File: config.mk
export PLATFORM = sky130hd
export DESIGN_NAME = fetch_unit
export DESIGN_NICKNAME = d
export VERILOG_FILES = /design/src/rtl/fetch_unit.sv
export SDC_FILE = /design/constraint.sdc
export NUM_CORES = 1
export LEC_CHECK = 0
export BUFFER_PORTS_ARGS = -buffer_cell sky130_fd_sc_hd__buf_2
export CORE_ASPECT_RATIO = 1.25
export CORE_MARGIN = 3
export CORE_UTILIZATION = 51
export DETAILED_ROUTE_END_ITERATION = 8
export GPL_TIMING_DRIVEN = 0
export MAX_ROUTING_LAYER = met4
export PLACE_DENSITY_LB_ADDON = 0.05
export SLEW_MARGIN = 20
export SYNTH_ARGS = -nofsm -noshare
export SYNTH_HDL_FRONTEND = slang
export SYNTH_SLANG_ARGS = --single-unit
export TNS_END_PERCENT = 30
File: constraint.sdc
create_clock -name clock -period 2.2 [get_ports clock]
set_input_delay 0.44 -clock clock [delete_from_list [all_inputs] [get_ports clock]]
set_output_delay 0.44 -clock clock [all_outputs]
set_load 0.01 [all_outputs]
File: src/rtl/fetch_unit.sv
// fetch_unit: single-outstanding instruction fetch with a fixed memory wait,
// branch redirect, and a sticky error on misaligned redirect targets.
module fetch_unit #(
    parameter int unsigned MEM_WAIT = 1,
    parameter logic [31:0] RESET_PC = 32'h0000_0000
) (
    input  logic        clock,
    input  logic        reset,
    output logic        mem_ren,
    output logic        mem_wen,
    output logic [31:0] mem_addr,
    input  logic [31:0] mem_dout,
    output logic [31:0] instr,
    output logic [31:0] instr_pc,
    output logic [31:0] instr_pc4,
    output logic        instr_valid,
    input  logic        instr_ready,
    input  logic        redirect,
    input  logic [31:0] redirect_pc,
    output logic        fetch_err
);
    typedef enum logic [1:0] {FETCH, VALID, ERROR} state_t;
    localparam logic [3:0] WAIT = 4'(MEM_WAIT);

    state_t      state, state_n;
    logic [31:0] pc, pc_n, instr_n, instr_pc_n, instr_pc4_n;
    logic [3:0]  cnt, cnt_n;
    logic        instr_valid_n, fetch_err_n;

    assign mem_ren  = (state == FETCH) && reset;
    assign mem_wen  = 1'b0;
    assign mem_addr = pc;

    always_ff @(posedge clock or negedge reset)
        if (!reset) state <= FETCH;
        else        state <= state_n;

    always_ff @(posedge clock or negedge reset)
        if (!reset) begin
            pc          <= RESET_PC;
            cnt         <= 4'd0;
            instr       <= 32'd0;
            instr_pc    <= 32'd0;
            instr_pc4   <= 32'd0;
            instr_valid <= 1'b0;
            fetch_err   <= 1'b0;
        end else begin
            pc          <= pc_n;
            cnt         <= cnt_n;
            instr       <= instr_n;
            instr_pc    <= instr_pc_n;
            instr_pc4   <= instr_pc4_n;
            instr_valid <= instr_valid_n;
            fetch_err   <= fetch_err_n;
        end

    // Redirect outranks both capture and accept; ERROR ignores every input.
    always_comb begin
        state_n       = state;
        pc_n          = pc;
        cnt_n         = cnt;
        instr_n       = instr;
        instr_pc_n    = instr_pc;
        instr_pc4_n   = instr_pc4;
        instr_valid_n = instr_valid;
        fetch_err_n   = fetch_err;
        if (state != ERROR && redirect) begin
            instr_valid_n = 1'b0;
            if (redirect_pc[1:0] != 2'b00) begin
                fetch_err_n = 1'b1;
                state_n     = ERROR;
            end else begin
                pc_n    = redirect_pc;
                cnt_n   = 4'd0;
                state_n = FETCH;
            end
        end else if (state == FETCH) begin
            if (cnt == WAIT) begin
                instr_n       = mem_dout;
                instr_pc_n    = pc;
                instr_pc4_n   = pc + 32'd4;
                instr_valid_n = 1'b1;
                pc_n          = pc + 32'd4;
                cnt_n         = 4'd0;
                state_n       = VALID;
            end else begin
                cnt_n = cnt + 4'd1;
            end
        end else if (state == VALID && instr_ready) begin
            instr_valid_n = 1'b0;
            cnt_n         = 4'd0;
            state_n       = FETCH;
        end
    end
endmodule

## After elaboration in Yosys (flattened, before gate mapping)

Index checks and enable logic that the tools add are counted.

- Register bits: 136
- Output and inout port bits: 132

- Add/sub/neg operators: 2
- Eq/ne operators: 5
- Multiplexer cells: 18
- Bitwise gates (word level): 1
- Reductions and logical operators: 13

Operator list:

| kind | count |
|---|---|
| $mux 32 | 4 |
| $add 32x3->32 const B | 1 |
| $mux 4 | 5 |
| $mux 2 | 5 |
| $reduce_and 2->1 | 3 |
| $reduce_and 3->1 | 2 |
| $reduce_bool 2->1 | 3 |
| $add 4x1->4 const B | 1 |
| $eq 4x1->1 const B | 1 |
| $mux 1 | 4 |
| $ne 2x2->1 const B | 2 |
| $logic_and 1x1->1 | 3 |
| $ne 3x1->1 const B | 1 |
| $reduce_bool 3->1 | 1 |
| $eq 2x1->1 const B | 1 |
| $logic_not 2->1 | 1 |
| $not 1->1 | 1 |

## Logic depth before layout (Yosys ltp)

- Word-level depth: 5
- Gate-level depth with buffers: 9

## Least setup slack after synthesis

OpenSTA, ideal clock, no wires.

- Path type: flip-flop to flip-flop
- Start: reg pc[2], in the netlist mem_addr[2]
- End: reg instr_pc4[30]
- Arrival: 1936 ps
- Setup slack: 194 ps
- Stages on the path, launching flop included: 6
- Cell sequence: dfrtp_1 -> ha_1 -> nand3_1 -> or4_1 -> or4_1 -> nand3_1

- Longest elaborated chain between the ends: 1

Ends and longest elaborated chain:

| item | line | source |
|---|---|---|
| from (decl) | 26 | `logic [31:0] pc, pc_n, instr_n, instr_pc_n, instr_pc4_n;` |
| from (signal assigned) | 48 | `pc <= pc_n;` |
| $add 32x3->32 | 81 | `instr_pc4_n = pc + 32'd4;` |
| to (signal assigned) | 52 | `instr_pc4 <= instr_pc4_n;` |
| to (decl) | 15 | `output logic [31:0] instr_pc4,` |

No other way between the ends.
A chain may end at the register's enable or synchronous reset.

## Final worst setup path

- Start: reg pc[2], in the netlist mem_addr[2]
- End: reg instr_pc4[18]

Same word-level chain as after synthesis.

==> impl_metrics.json <==
{
  "status": "finished, final reports clean",
  "worstPathCellList": "ha_2, and3_1, buf_2, nand4_1, or4_4, o211ai_1",
  "power_switching_w": 0.00186,
  "grt_pass1_vias": 6084,
  "syn_nets": 774,
  "drv_cap": 0,
  "timing.hold.ws_ns": 0.0375,
  "cts.htree.levels": 4,
  "grtUsageMet2": 0.498,
  "met1_usage": 0.364,
  "power_frac_comb": 0.155,
  "drv_slew": 0,
  "wl_per_cell_um": 18.3,
  "critPathKind": "reg -> reg",
  "grt_pass1_wl_um": 31300,
  "fp.dieArea_um2": 13700,
  "cp-start-kind": "flip-flop",
  "io_buffers": 198,
  "ys_ff_latch": 133,
  "track_usage": 0.301,
  "rows": 44,
  "cts_tree": "done",
  "synth_ff_type": "dfrtp_1",
  "antenna_found_initial": 0,
  "p_seq_frac": 0.441,
  "synth_warnings": 0,
  "gp_congestion": 0.913,
  "reg2reg_depth": 6,
  "antenna_left": 0,
  "critical_path.slowest_cell": "or4_4",
  "p_int_w": 0.00473,
  "numPlacedInstances": 1063,
  "die_h_um": 130,
  "fin_crit_sh": 0.961,
  "drcViolationCount": 0,
  "worstPathRequired_ns": 2.54,
  "peakVddDrop_uv": 446,
  "cp.arrival_ns": 2.45,
  "power_w": 0.00659,
  "grt_setup_unrepaired": "yes",
  "grt_max_degree": 72,
  "area_growth_pct": 32.3,
  "final_layout_size_suffix_gt1_frac": 0.314,
  "core_um2": 11800,
  "clock_latency_ns": 0.42,
  "met3_usage": 0.0584,
  "grt_busiest_layer": "met2",
  "mostFrequentLayoutCell": "nand2_1",
  "drtIter0Drc": 421,
  "tightest_slew_ns": 0.606,
  "layout_common_cells": "242 x nand2_1, 217 x buf_2, 131 x dfrtp_1",
  "start_util": 0.530,
  "min_period_ns": 2.11,
  "hpwl_um": 14500,
  "cpPeakStageDelay_ns": 0.56,
  "synth-async-reset-ratio": 1.00,
  "dr.pass1.iters": 5,
  "r2r_end": "instr_pc4[18]",
  "cts.clk_slew.worst_paths_ns": 0.06,
  "cts_buffers": 17,
  "power.density_nw_per_um2": 795,
  "reg2reg_from": "mem_addr[2]",
  "hold_path.class": "in -> async",
  "clkPwrFrac": 0.404,
  "die_w_um": 105,
  "syn_avg_cell_area_um2": 8.92,
  "setup_viol": 0,
  "root_buffer": "clkbuf_16",
  "nNetsFinal": 1006,
  "syn_inst": 703,
  "finClkSkew_ns": 0.00830,
  "wirelength_um": 20300,
  "p_sw_frac": 0.282,
  "synth_area_um2": 6270,
  "cp_max_fo": 9,
  "clock-sinks": 133,
  "cp-end-kind": "flip-flop",
  "grt-ovfl-total": 0,
  "clockBufferDepth": 2,
  "p_leak_nw": 4.32,
  "synth-seq-area-share": 0.531,
  "fin_cells": 1109,
  "vias": 6273,
  "timing.fmax_mhz": 473,
  "cp_top_family": "simple AND/OR/NAND/NOR gates",
  "via_per_inst": 5.66,
  "cp_num_buf_inv": 1,
  "hold_viol": 0,
  "synth_cell_types": 56,
  "post-place-ws_ns": -0.375,
  "synth_edf_count": 0,
  "reg2reg_setup_slack_ns": 0.09,
  "max_slew_margin": 0.596,
  "worst_slack_ns": 0.0858,
  "io_pins": 200
}
worst max path at each step:
stage,from,end,slack [ns],cells past startpoint
after global placement,reset,mem_ren,-1.34,3
final,mem_addr[2],instr_pc4[18],0.09,6
after CTS,cnt[1],instr_pc[8],-0.04,9
after detailed placement,cnt[0],instr_pc[11],-0.38,7
after global routing,cnt[1],instr[8],-0.05,8
after floorplan,mem_addr[2],instr_pc4[30],0.19,5
power groups by stage:
| stage | Combinational [W] | Clock, W | Sequential [W] |
|---|---|---|---|
| floorplan | 0.000337 | 0 | 0.00302 |
| global placement | 0.000893 | 0 | 0.00293 |
| detailed placement | 0.000923 | 0 | 0.00294 |
| CTS | 0.000948 | 0.00268 | 0.00291 |
| global route | 0.00112 | 0.00279 | 0.00294 |
| finish | 0.00102 | 0.00266 | 0.00291 |
Yosys cell counts (8+ instances only):
cell type / number / share of area
nand4_1: 19 / 0.019
xnor2_1: 9 / 0.013
o211ai_1: 26 / 0.031
dfrtp_1: 133 / 0.53
and3_1: 10 / 0.010
o21ai_0: 29 / 0.023
nor2_1: 15 / 0.0090
a22oi_1: 8 / 0.0096
nand3_1: 37 / 0.030
a21oi_1: 16 / 0.013
buf_2: 21 / 0.017
nand2_1: 242 / 0.14
clkbuf_1: 28 / 0.017
or4_1: 18 / 0.022
flip-flops by register name, summed over array words and instances (netlist names):
name and flops:
state 2, mem_addr 32, cnt 4, instr_pc4 30
instr 32, fetch_err 1, instr_pc 32
stage by stage:
stage | setup TNS [ns] | util | area (um^2)
final | 0 | 0.701 | 8290
after global routing | -0.240 | 0.701 | 8290
after CTS | -0.379 | 0.684 | 8100
after detailed placement | -27.57 | 0.634 | 7500
after global placement | -161.30 | 0.630 | 7460
after floorplan | 0 | - | 6270
kinds of logic after synthesis:
kind of cell               share of synthesized area
other                                       0.000598
xor gates and xnor gates                      0.0196
AOI/OAI and AO/OA                              0.120
and+or+nand+nor                                0.276
muxes                                        0.00479
DFF                                            0.531
adders and majority gates                    0.00599
buffers and inverters                         0.0425
layout make-up:
cell class,count,area (um^2)
Antenna cell,1,2.50
Buffer,53,269
Clock buffer,19,443
Clock inverter,12,106
Fill cell,973,3540
Inverter,8,30.0
Multi-Input combinational cell,509,2760
Sequential cell,133,3330
Tap cell,161,201
Timing Repair Buffer,213,1160
layer usage:
layer,up-vias,share of wire
met5,-,0
met4,0,0.037
met1,2982,0.41
li1,2903,-
met2,326,0.49
met3,62,0.067
timing repair:
item,4_1_cts,5_1_grt
setup endpoints to repair,115,112
pin swaps,0,4
resized for setup,15,29
endpoints found under the hold margin,62,12
buffers inserted,0,12
worst reg2reg max path: stages (launching register included):
cell and delay, ns:
dfrtp_2 0.43, ha_2 0.27, and3_1 0.16, buf_2 0.22, nand4_1 0.28, or4_4 0.56, o211ai_1 0.11
Note: power is estimated with default switching activity, not from simulation.
